### config.mk
export PLATFORM = sky130hd
export DESIGN_NAME = speed_input_ctrl
export DESIGN_NICKNAME = d
export VERILOG_FILES = /design/src/rtl/speed_input_ctrl.sv
export SDC_FILE = /design/constraint.sdc
export NUM_CORES = 1
export LEC_CHECK = 0
export CAP_MARGIN = 30
export CORE_MARGIN = 2
export CORE_UTILIZATION = 26
export CTS_CLUSTER_DIAMETER = 120
export CTS_CLUSTER_SIZE = 40
export DETAILED_ROUTE_END_ITERATION = 8
export GPL_ROUTABILITY_DRIVEN = 0
export HOLD_SLACK_MARGIN = 0.08
export MAX_ROUTING_LAYER = met4
export PLACE_DENSITY = 0.39
export SYNTH_ARGS = -nofsm -noshare
export SYNTH_HDL_FRONTEND = slang
export SYNTH_SLANG_ARGS = --single-unit
### constraint.sdc
create_clock -name clk_100mhz -period 3.95 [get_ports clk_100mhz]
set_input_delay 1.185 -clock clk_100mhz [delete_from_list [all_inputs] [get_ports clk_100mhz]]
set_output_delay 1.185 -clock clk_100mhz [all_outputs]
set_load 0.005 [all_outputs]
### src/rtl/speed_input_ctrl.sv
// Button sync/debounce and saturating speed stepper feeding rpm_ctrl.
// Optional auto-repeat on held buttons when AUTO_REPEAT_EN is defined.
module speed_input_ctrl #(
  parameter int DEBOUNCE_MS = 10,
  parameter int MAX_SPEED   = 15,
  parameter int REPEAT_MS   = 300
) (
  input  logic       clk_100mhz,
  input  logic       rst_btn,
  input  logic       tick_1khz,
  input  logic       btn_accel,
  input  logic       btn_decel,
  output logic [3:0] speed_level,
  output logic       accel_pulse,
  output logic       decel_pulse,
  output logic       at_limit
);

  localparam int CW = $clog2(DEBOUNCE_MS + 1);
  localparam logic [3:0] MAXS = 4'(MAX_SPEED);
`ifdef AUTO_REPEAT_EN
  localparam int RW = $clog2(REPEAT_MS + 1);
`endif

`ifdef AUTO_REPEAT_EN
  typedef enum logic [1:0] {
    ST_IDLE, ST_PRESSED, ST_REPEAT
  } st_t;
`else
  typedef enum logic [1:0] {
    ST_IDLE, ST_PRESSED
  } st_t;
`endif

  logic [1:0] w_raw;
  logic [1:0] w_req;

  assign w_raw = {btn_decel, btn_accel};

  // index 0 is accel, index 1 is decel
  for (genvar i = 0; i < 2; i++) begin : g_btn
    logic [1:0]    r_sync;
    logic          r_db;
    logic [CW-1:0] r_cnt;
    st_t           r_st;
    st_t           w_st_nx;
    logic          r_req;
    logic          w_req_nx;
`ifdef AUTO_REPEAT_EN
    logic [RW-1:0] r_rcnt;
    logic [RW-1:0] w_rcnt_nx;
`endif

    always_ff @(posedge clk_100mhz) begin
      if (rst_btn) begin
        r_sync <= '0;
        r_db   <= 1'b0;
        r_cnt  <= '0;
      end else begin
        r_sync <= {r_sync[0], w_raw[i]};
        if (tick_1khz) begin
          if (r_sync[1] != r_db) begin
            if (r_cnt == CW'(DEBOUNCE_MS - 1)) begin
              r_db  <= r_sync[1];
              r_cnt <= '0;
            end else begin
              r_cnt <= r_cnt + 1'b1;
            end
          end else begin
            r_cnt <= '0;
          end
        end
      end
    end

    always_ff @(posedge clk_100mhz) begin
      if (rst_btn) begin
        r_st  <= ST_IDLE;
        r_req <= 1'b0;
`ifdef AUTO_REPEAT_EN
        r_rcnt <= '0;
`endif
      end else begin
        r_st  <= w_st_nx;
        r_req <= w_req_nx;
`ifdef AUTO_REPEAT_EN
        r_rcnt <= w_rcnt_nx;
`endif
      end
    end

    always_comb begin
      w_st_nx  = r_st;
      w_req_nx = 1'b0;
`ifdef AUTO_REPEAT_EN
      w_rcnt_nx = r_rcnt;
`endif
      unique case (r_st)
        ST_IDLE: begin
          if (r_db) begin
            w_st_nx  = ST_PRESSED;
            w_req_nx = 1'b1;
          end
        end
        ST_PRESSED: begin
          if (!r_db) begin
            w_st_nx = ST_IDLE;
          end
`ifdef AUTO_REPEAT_EN
          else if (tick_1khz) begin
            if (r_rcnt == RW'(REPEAT_MS - 1)) begin
              w_st_nx   = ST_REPEAT;
              w_req_nx  = 1'b1;
              w_rcnt_nx = '0;
            end else begin
              w_rcnt_nx = r_rcnt + 1'b1;
            end
          end
        end
        ST_REPEAT: begin
          if (!r_db) begin
            w_st_nx = ST_IDLE;
          end else if (tick_1khz) begin
            if (r_rcnt == RW'(REPEAT_MS - 1)) begin
              w_req_nx  = 1'b1;
              w_rcnt_nx = '0;
            end else begin
              w_rcnt_nx = r_rcnt + 1'b1;
            end
          end
`endif
        end
        default: w_st_nx = ST_IDLE;
      endcase
`ifdef AUTO_REPEAT_EN
      if (w_st_nx == ST_IDLE) begin
        w_rcnt_nx = '0;
      end
`endif
    end

    assign w_req[i] = r_req;
  end

  logic [3:0] w_spd_nx;
  logic       w_accp;
  logic       w_decp;

  // simultaneous requests cancel each other
  always_comb begin
    w_spd_nx = speed_level;
    w_accp   = 1'b0;
    w_decp   = 1'b0;
    if (w_req == 2'b01 && speed_level < MAXS) begin
      w_spd_nx = speed_level + 4'd1;
      w_accp   = 1'b1;
    end else if (w_req == 2'b10 && speed_level != 4'd0) begin
      w_spd_nx = speed_level - 4'd1;
      w_decp   = 1'b1;
    end
  end

  always_ff @(posedge clk_100mhz) begin
    if (rst_btn) begin
      speed_level <= 4'd0;
      accel_pulse <= 1'b0;
      decel_pulse <= 1'b0;
      at_limit    <= 1'b1;
    end else begin
      speed_level <= w_spd_nx;
      accel_pulse <= w_accp;
      decel_pulse <= w_decp;
      at_limit    <= (w_spd_nx == 4'd0) || (w_spd_nx == MAXS);
    end
  end

endmodule

**Yosys cells after proc, flatten, opt, wreduce, memory -nomap -nowiden**

Index checks and enable logic that the tools add are counted.

- Reductions and logical operators: 14
- Muxes and demuxes: 16
- Equality and inequality tests: 13
- Bitwise operators: 2
- Magnitude comparators: 1
- $add $sub $neg: 4

Operators by type and width:

| kind | count |
|---|---|
| $mux 4 | 6 |
| $add 4x1->4 const B | 3 |
| $eq 4x4->1 const B | 3 |
| $mux 2 | 4 |
| $ne 2x2->1 const B | 4 |
| $pmux 2 s2 | 2 |
| $eq 2x1->1 const B | 3 |
| $reduce_and 3->1 | 2 |
| $reduce_or 2->1 | 3 |
| $logic_not 2->1 | 2 |
| $logic_not 4->1 | 1 |
| $lt 4x4->1 const B | 1 |
| $mux 1 | 4 |
| $reduce_and 2->1 | 2 |
| $reduce_bool 4->1 | 1 |
| $sub 4x1->4 const B | 1 |
| $eq 2x2->1 const B | 1 |
| $logic_and 1x1->1 | 2 |
| $ne 1x1->1 | 2 |
| $not 1->1 | 2 |
| $logic_or 1x1->1 | 1 |

- Bits of input ports: 5
- Register bits: 27
- Logic and storage cells: 64
- Output and inout port bits: 7

**Logic depth before layout (Yosys ltp)**

Gate-level depths: netlist (run 1).

- Depth in word-level cells: 6
- Mapped depth: 8
- Gate-level depth less buffers: 8

**Least setup slack after synthesis (run 1)**

Ideal clock, no wire load.

- Path kind: input port to flip-flop
- From: input rst_btn
- To: register accel_pulse
- Required time: 3822 ps
- Arrival time: 1787 ps
- Setup time: 128 ps
- Cell stages on the path: 3
- Path buffers: 2
- Setup slack: 2036 ps
- Cells stage by stage: clkbuf_1 -> clkbuf_1 -> nor2_1

RTL lines:

| item | line | RTL |
|---|---|---|
| from (decl) | 9 | `input logic rst_btn,` |
| to (signal assigned) | 171 | `accel_pulse <= w_accp;` |
| to (decl) | 14 | `output logic accel_pulse,` |

No word-level cell between the ends.

**Worst setup path in the final report (run 1)**

- From: register speed_level[2]
- To: output speed_level[2]

RTL lines:

| item | line | RTL |
|---|---|---|
| from (decl) | 13 | `output logic [3:0] speed_level,` |
| from (signal assigned) | 170 | `speed_level <= w_spd_nx;` |

No word-level cell between the ends.

==> run metrics, run 1 <==
CTS Root Cell clkbuf_8; M1 GR Usage 0.1001; Hold Buf Count CTS 0; CP peak stage delay 550 ps; pwr dens 330.5 nW/µm²; H-tree levels 1; run status finished clean; Pleak 0.4735 nW; final hold vios 0; top-area cell type share of the netlist area 0.4630; f_max 402.1 MHz; number of global-route vias before repair 788; Worst Hold Slack 385.6 ps; FFs w/ async S/R, synth 0; share of layout cells above drive strength 1 0.04724; vias 803; global route overflow 0; post-cts repair resize count 0; unrepaired setup endpoints after global routing no; Routed Antenna Nets 0; Final Net Count 139; Post-synth top flop dfxtp_1; Netlist cell types 33; DRC Markers 0; worst-path fanout max 9; Pre-antenna DRT Iters 4; GRT Total Usage 0.09369; core footprint 4000 µm²; DR WL/cell 10.27 µm; Ports 12; # rows 23; Finish-stage setup viols 0; Post-Route WL 1817 µm; CP bufs+invs 1; period utilization 0.6296; met3 Use GR 0.01974; Post-CTS Setup Inserts 0; 1st-iter DRT viols 23; synthesized area 1081 µm²; Yosys reg bits 25; die area 4690 µm²; area delta synth->final 19.44%; CP Cell Sequence clkdlybuf4s50_1; Worst Tran Pin Value 699.7 ps; critical path endpoint category primary output; Pins Over Slew Limit 0; CTS Sinks 25; diodes inserted 0; Die Span Y 68.48 µm; Yosys warnings 0; Hold/Removal Path Class flip-flop to flip-flop; clk buf depth 2; Post-Place Cells 173; Post-synth EDFFs 0; worst setup margin 1463 ps; initial antenna violation count 0; largest net degree at the start of global routing 21; Synth area leader dfxtp_1; ranking of synthesized cells by area dfxtp_1 46%, ha_1 6.9%, nor2b_1 5.8%; global route hottest layer met2; IO buf count 11; Starting Density 0.2703; met2 Resource Use GR 0.1671; clk_skew 4.131 ps; max cap viols 0; Syn Nets 126; first-pass GRT wire length 3249 µm; worst skew pair latency 260 ps; clock transition at the registers of the reported paths 90 ps; Slew Limit Headroom 0.5321; WP data arrival 1300 ps; DIE WIDTH 68.48 µm; Req. time, crit path 2760 ps; Gate Count Post-Synth 115; CTS Buf Count 3; pre-CTS setup slack 1220 ps; CP top delay family buffers and inverters; maximum vdd drop 0.2049 mV; vias per inst 4.537; Syn Area/Cell 9.400 µm²; Finished Layout Cells 177; Critical Path Start Type flip-flop; CTS tree built; setup TNS 0 ps; Seq/Total Area, Yosys 0.4630; Fill cells 428; Min Clock Period, post-route 2487 ps; Final HPWL DP 1400 µm; Slowest-stage cell, CP clkdlybuf4s50_1; WS Path Type flip-flop to primary output
==> Yosys cell counts (all sizes together) (2+ instances only) <==
| cell type | count |
|---|---|
| dfxtp | 25 |
| nor2 | 16 |
| nor2b | 10 |
| ha | 6 |
| nand2 | 5 |
| inv | 4 |
| o21ai | 4 |
| a21oi | 3 |
| mux2i | 3 |
| nand3 | 3 |
| nand4b | 3 |
| nor3b | 3 |
| xnor2 | 3 |
| xor2 | 3 |
| a31oi | 2 |
| and2b | 2 |
| clkbuf | 2 |
| nand2b | 2 |
| nand3b | 2 |
| nand4 | 2 |
==> area by class of cell <==
type                    instances  area [µm²]  area share
clock buffers                   3       41.29     0.03198
clock inverters                 1       7.507    0.005814
inverters                       4       15.01     0.01163
multi-input cells              83       554.3      0.4293
flip-flops and latches         25       500.5      0.3876
well taps                      50       62.56     0.04845
repair buffers                 11       110.1     0.08527
==> cells in the final DEF (no fill, tap or decap) <==
cell and instances:
clkbuf_8 3, inv_1 4, nand4b_1 3, xnor2_1 3, nand4_1 2, nand3_1 3
o21a_1 1, nor3b_1 3, clkdlybuf4s50_1 11, o22a_1 1, a31oi_1 2, nand2b_1 2
nand3b_1 2, a2bb2oi_1 1, ha_1 6, a211oi_1 1, nor2b_1 10, mux2i_1 3
nor2_1 16, o31ai_1 1, xor2_1 3, o21ai_1 1, dfxtp_1 25, or4_1 1
and3_1 1, clkinvlp_4 1, mux2_2 1, nand2_1 5, a311oi_1 1, a221oi_1 1
o21ai_0 3, or2_2 1, a21oi_1 3, and2b_1 2
==> cells by family (layout without fill, tap and decap cells) <==
kind of cell,Yosys count,count (layout),synth area share
multiplexers,4,4,0.03819
buffers and inverters,7,19,0.02430
AND/OR/NAND/NOR,51,51,0.2593
XOR/XNOR,6,6,0.04862
AO/OA/AOI/OAI,16,16,0.09722
flip-flops,25,25,0.4630
adder cells (fa/ha/maj),6,6,0.06944
==> per-layer routing <==
layer	routed length [µm]	part of all wire
met1	845	0.47
met2	896	0.49
met3	64	0.035
met4	10	0.0055
met5	0	0
==> flip-flops by register name, summed over array words and instances (netlist names) <==
| register | flops |
|---|---|
| accel_pulse | 1 |
| at_limit | 1 |
| decel_pulse | 1 |
| g_btn.r_cnt | 8 |
| g_btn.r_db | 2 |
| g_btn.r_req | 2 |
| g_btn.r_st | 2 |
| g_btn.r_sync | 4 |
| speed_level | 4 |
==> final timing paths <==
check | startpoint | slack, ps | cells past startpoint | endpoint
setup / recovery | speed_level[2]$_SDFF_PP0_ | 1460 | 1 | speed_level[2]
hold / removal | g_btn[0].r_st[0]$_SDFFE_PP0P_ | 390 | 1 | g_btn[0].r_req$_SDFF_PP0_
setup reg to reg | speed_level[0]$_SDFF_PP0_ | 2120 | 8 | at_limit$_SDFF_PP1_
hold reg to reg | g_btn[0].r_st[0]$_SDFFE_PP0P_ | 390 | 1 | g_btn[0].r_req$_SDFF_PP0_
==> power by group <==
group / internal [W] / switching (W) / total, W
logic: 0.00000820 / 0.00000887 / 0.0000171
clock network: 0.0000714 / 0.0000808 / 0.000152
registers: 0.000255 / 0.00000238 / 0.000258
total: 0.000335 / 0.0000920 / 0.000427
==> per-stage QoR <==
stage | utilization | cell area (µm²) | power, W
after CTS | 0.3228 | 1291 | 0.0004351
final | 0.3228 | 1291 | 0.0004267
after floorplan | - | 1081 | 0.0002739
after global routing | 0.3228 | 1291 | 0.0004467
after global placement | 0.3106 | 1242 | 0.0002803
after detailed placement | 0.3106 | 1242 | 0.0002810
(Power assumes the default switching activity.)
==> run 2, diff against run 1 <==
- PLACE_DENSITY: 0.39 -> 0.4
- clock period: 3.95 -> 2.05 ns (I/O delays scaled with it)
==> run 2 against run 1 <==
  * Final cell count grew 1.1%
  * Largest cell class unchanged
  * Setup slack got worse by 1300 ps
  * Clock-buffer cell count did not move
  * Largest power group unchanged
  * Routed wire length is 5.3% higher
  * Worst hold slack worse by 1.6 ps
  * First-iteration DRC count rose to 3.6 times the previous value
  * Register-to-register slack worse by 1900 ps
  * Global-route usage rose by 0.42 points
  * Non-clock buffer count is 2 higher
  * Die area unchanged
  * Critical path depth unchanged
  * Combinational power is 110% higher
==> run metrics, run 2 (synthesis gave the netlist of run 1 again) <==
max reg flops 8; CTS Root Cell clkbuf_8; Final HPWL DP 1432 µm; area delta synth->final 20.83%; Finish-stage setup viols 0; Largest Register g_btn.r_cnt; Pleak 0.4831 nW; Final Net Count 141; max cap viols 0; commonest non-fill, non-tap cell in the layout dfxtp_1; CTS Sinks 25; CP peak stage delay 560 ps; worst skew pair latency 260 ps; final hold vios 0; largest net degree at the start of global routing 20; worst setup margin 115.6 ps; Fill cells 415; CTS tree built; share of layout cells above drive strength 1 0.06202; clk buf depth 2; # rows 23; CP top delay family buffers and inverters; DRC Markers 0; run status finished clean; CP Cell Sequence clkdlybuf4s50_1; Hold/Removal Path Class flip-flop to flip-flop; Critical Path Start Type flip-flop; vias per inst 4.425; Starting Density 0.2703; critical path depth 1; unrepaired setup endpoints after global routing no; clock transition at the registers of the reported paths 90 ps; WS Path Type flip-flop to primary output; initial antenna violation count 0; Reg2Reg Depth 8; setup TNS 0 ps; hold-critical path depth 1; clk_skew 2.225 ps; maximum vdd drop 0.2886 mV; Routed Antenna Nets 0; 1st-iter DRT viols 82; WP data arrival 1320 ps; core footprint 4000 µm²; IO buf count 11; first-pass GRT wire length 3291 µm; DIE WIDTH 68.48 µm; DR WL/cell 10.69 µm; global route overflow 0; Ports 12; f_max 517.0 MHz; Die Span Y 68.48 µm; worst-path fanout max 9; Slowest-stage cell, CP clkdlybuf4s50_1; Slew Limit Headroom 0.7200; die area 4690 µm²; number of global-route vias before repair 715; Req. time, crit path 1430 ps; Pre-antenna DRT Iters 4; period utilization 0.9436; Final Total Pwr 0.0008237 W; vias 792; GRT Total Usage 0.09785; diodes inserted 0; critical path endpoint category primary output; Worst Tran Pin Value 417.1 ps; Pins Over Slew Limit 0; H-tree levels 1; pre-CTS setup slack 112.5 ps; Min Clock Period, post-route 1934 ps; pwr dens 630.6 nW/µm²; Post-CTS Setup Inserts 0; post-cts repair resize count 0; Hold Buf Count CTS 0; Post-Route WL 1913 µm; biggest regs g_btn.r_cnt: 8 flops, g_btn.r_sync: 4 flops, speed_level: 4 flops; CP bufs+invs 1; most frequent cells in the layout 25 x dfxtp_1, 16 x nor2_1, 11 x clkdlybuf4s50_1; CTS Buf Count 3
[run 2: cell types whose count changed in the layout (fill, tap and decap cells not counted), sizes merged]
cell  before  now
buf        0    2
[run 2: final timing paths]
check	startpoint	end	slack, ps
hold / removal	g_btn[0].r_st[0]$_SDFFE_PP0P_	g_btn[0].r_req$_SDFF_PP0_	380
hold reg to reg	g_btn[0].r_st[0]$_SDFFE_PP0P_	g_btn[0].r_req$_SDFF_PP0_	380
setup / recovery	speed_level[2]$_SDFF_PP0_	speed_level[2]	120
setup reg to reg	speed_level[0]$_SDFF_PP0_	at_limit$_SDFF_PP1_	210
[run 2: final cells by class]
class                   count  area (µm²)  area share
flip-flops and latches     25       500.5      0.3831
multi-input cells          83       554.3      0.4243
clock inverters             1       7.507    0.005747
inverters                   4       15.01     0.01149
well taps                  50       62.56     0.04789
repair buffers             13       125.1     0.09579
clock buffers               3       41.29     0.03161
[run 2: routing by layer]
layer	share of wire	GRT usage	vias up
met2	0.46	0.1478	11
met3	0.041	0.01974	2
met5	0	-	-
met1	0.49	0.1249	356
met4	0.0089	0.04500	0
li1	-	-	423
[run 2: where the power goes]
part / internal [W] / switching (W) / leakage (nW) / total, W
combinational: 0.0000182 / 0.0000179 / 0.259 / 0.0000361
sequential: 0.000492 / 0.00000443 / 0.203 / 0.000496
clock: 0.000137 / 0.000154 / 0.0217 / 0.000292
[run 2: stage by stage]
stage                 util  hold slack, ps  cells  area, µm²
floorplan                -           367.4    115       1081
global placement    0.3144           372.3    175       1257
detailed placement  0.3144           371.5    175       1257
CTS                 0.3266           384.6    179       1306
global route        0.3266           409.5    179       1306
finish              0.3266           384.0    179       1306
==> run 3, diff against run 2 <==
- CORE_MARGIN: 2 -> 4
- SKIP_CTS_REPAIR_TIMING: not set -> 1
==> run 3 against run 2 <==
  * Core utilization unchanged
  * Via count increased by 0.38%
  * Global-route usage decreased by 1.3 points
  * Clock-buffer cell count unchanged
  * Sequential cell count unchanged
  * Total power increased by 0.16%
  * Critical path type unchanged
  * Clock power about the same
  * Routed wire length increased by 1.5%
  * Sequential power about the same
==> run metrics, run 3 (synthesis gave the netlist of run 1 again) <==
run status finished clean; Final HPWL DP 1455 µm; first-pass GRT wire length 3381 µm; biggest regs g_btn.r_cnt: 8 flops, g_btn.r_sync: 4 flops, speed_level: 4 flops; f_max 519.3 MHz; area delta synth->final 20.83%; CP peak stage delay 560 ps; metal2 WL 901 µm; Reg2Reg Depth 8; Comb power frac 0.043; clk buf depth 2; Slew Limit Headroom 0.7268; commonest non-fill, non-tap cell in the layout dfxtp_1; 1st-iter DRT viols 20; clk_skew 4.934 ps; CTS tree built; number of global-route vias before repair 767; H-tree levels 1; global route overflow 0; Finish-stage setup viols 0; worst setup margin 124.4 ps; core footprint 4000 µm²; max reg flops 8; maximum vdd drop 0.2727 mV; Pleak 0.4831 nW; Pre-antenna DRT Iters 4; initial antenna violation count 0; DRC Markers 0; FF-to-FF Start speed_level[0]$_SDFF_PP0_; CTS Sinks 25; Fill cells 428; Die Span Y 72.48 µm; pre-CTS setup slack 111.0 ps; setup TNS 0 ps; Routed Antenna Nets 0; vias 795; largest net degree at the start of global routing 20; DR WL/cell 10.85 µm; die area 5253 µm²; Hold/Removal Path Class flip-flop to flip-flop; worst skew pair latency 270 ps; share of layout cells above drive strength 1 0.06202; Critical Path Start Type flip-flop; Post-Place Cells 175; Final Net Count 141; final hold vios 0; max cap viols 0; Ports 12; beginning of the critical path speed_level[2]$_SDFF_PP0_; hold_sp g_btn[1].r_st[0]$_SDFFE_PP0P_; period utilization 0.9393; WS Path Type flip-flop to primary output; critical path endpoint category primary output; Req. time, crit path 1430 ps; diodes inserted 0; register share of total power 0.601; most frequent cells in the layout 25 x dfxtp_1, 16 x nor2_1, 11 x clkdlybuf4s50_1; Switching Share 0.2154; hold-critical path depth 1; pwr dens 631.6 nW/µm²; M1 WL 930 µm; Worst Tran Pin Value 407.1 ps; CTS Root Cell clkbuf_8; WP data arrival 1310 ps; vias per inst 4.441; Largest Register g_btn.r_cnt; Starting Density 0.2703; # rows 23; Reg2Reg Setup Slack 220 ps; GRT Total Usage 0.08526; Slowest-stage cell, CP clkdlybuf4s50_1; Final Cell Area 1306 µm²; Clock power frac 0.356; r2r endpoint at_limit$_SDFF_PP1_; Min Clock Period, post-route 1926 ps; Post-DP Area 1257 µm²; unrepaired setup endpoints after global routing no; Met3 Wirelength 93 µm; Pins Over Slew Limit 0; IO buf count 11; Post-Route WL 1942 µm; worst-path fanout max 9; CP bufs+invs 1; Psw 0.0001777 W; DIE WIDTH 72.48 µm; Worst Hold End g_btn[1].r_req$_SDFF_PP0_; CP top delay family buffers and inverters; Finished Layout Cells 179; CTS Buf Count 3; uppermost layer routed met4; Int Power 0.0006474 W; clock transition at the registers of the reported paths 90 ps; CP Cell Sequence clkdlybuf4s50_1; final core occ 0.3266
[run 3: cell counts in the layout (fill, tap and decap cells not counted)]
No cell type changed its count.
[run 3: area by class of cell]
cell class | count | area [µm²] | area share
Multi-Input combinational cell | 83 | 554.3 | 0.4243
Sequential cell | 25 | 500.5 | 0.3831
Timing Repair Buffer | 13 | 125.1 | 0.09579
Tap cell | 50 | 62.56 | 0.04789
Clock buffer | 3 | 41.29 | 0.03161
Inverter | 4 | 15.01 | 0.01149
Clock inverter | 1 | 7.507 | 0.005747
[run 3: worst max path at each step]
stage / endpoint / slack [ps] / cells after the start
2_1_floorplan: at_limit$_SDFF_PP1_ / 390 / 8
3_3_place_gp: g_btn[1].r_cnt[0]$_SDFFE_PP0P_ / 140 / 4
3_5_place_dp: g_btn[1].r_cnt[0]$_SDFFE_PP0P_ / 110 / 4
4_1_cts: speed_level[2] / 110 / 1
5_1_grt: at_limit$_SDFF_PP1_ / 30 / 8
6_report: speed_level[2] / 120 / 1
[run 3: routing by layer]
metal	global-route usage	vias to the layer above
met2	0.1355	11
met3	0.02216	2
met1	0.09924	361
met5	-	-
li1	-	421
met4	0.04303	0
[run 3: stage by stage]
stage	hold slack, ps	power, W
2_1_floorplan	367.4	0.0005278
3_3_place_gp	372.6	0.0005437
3_5_place_dp	372.4	0.0005444
4_1_cts	386.6	0.0008460
5_1_grt	402.5	0.0008785
6_report	384.4	0.0008251
[run 3: power groups by stage]
stage,clock network (W),registers (W),logic [W]
2_1_floorplan,0,0.000507,0.0000212
6_report,0.000293,0.000496,0.0000357
4_1_cts,0.000313,0.000496,0.0000368
3_5_place_dp,0,0.000508,0.0000368
5_1_grt,0.000340,0.000497,0.0000408
3_3_place_gp,0,0.000508,0.0000362
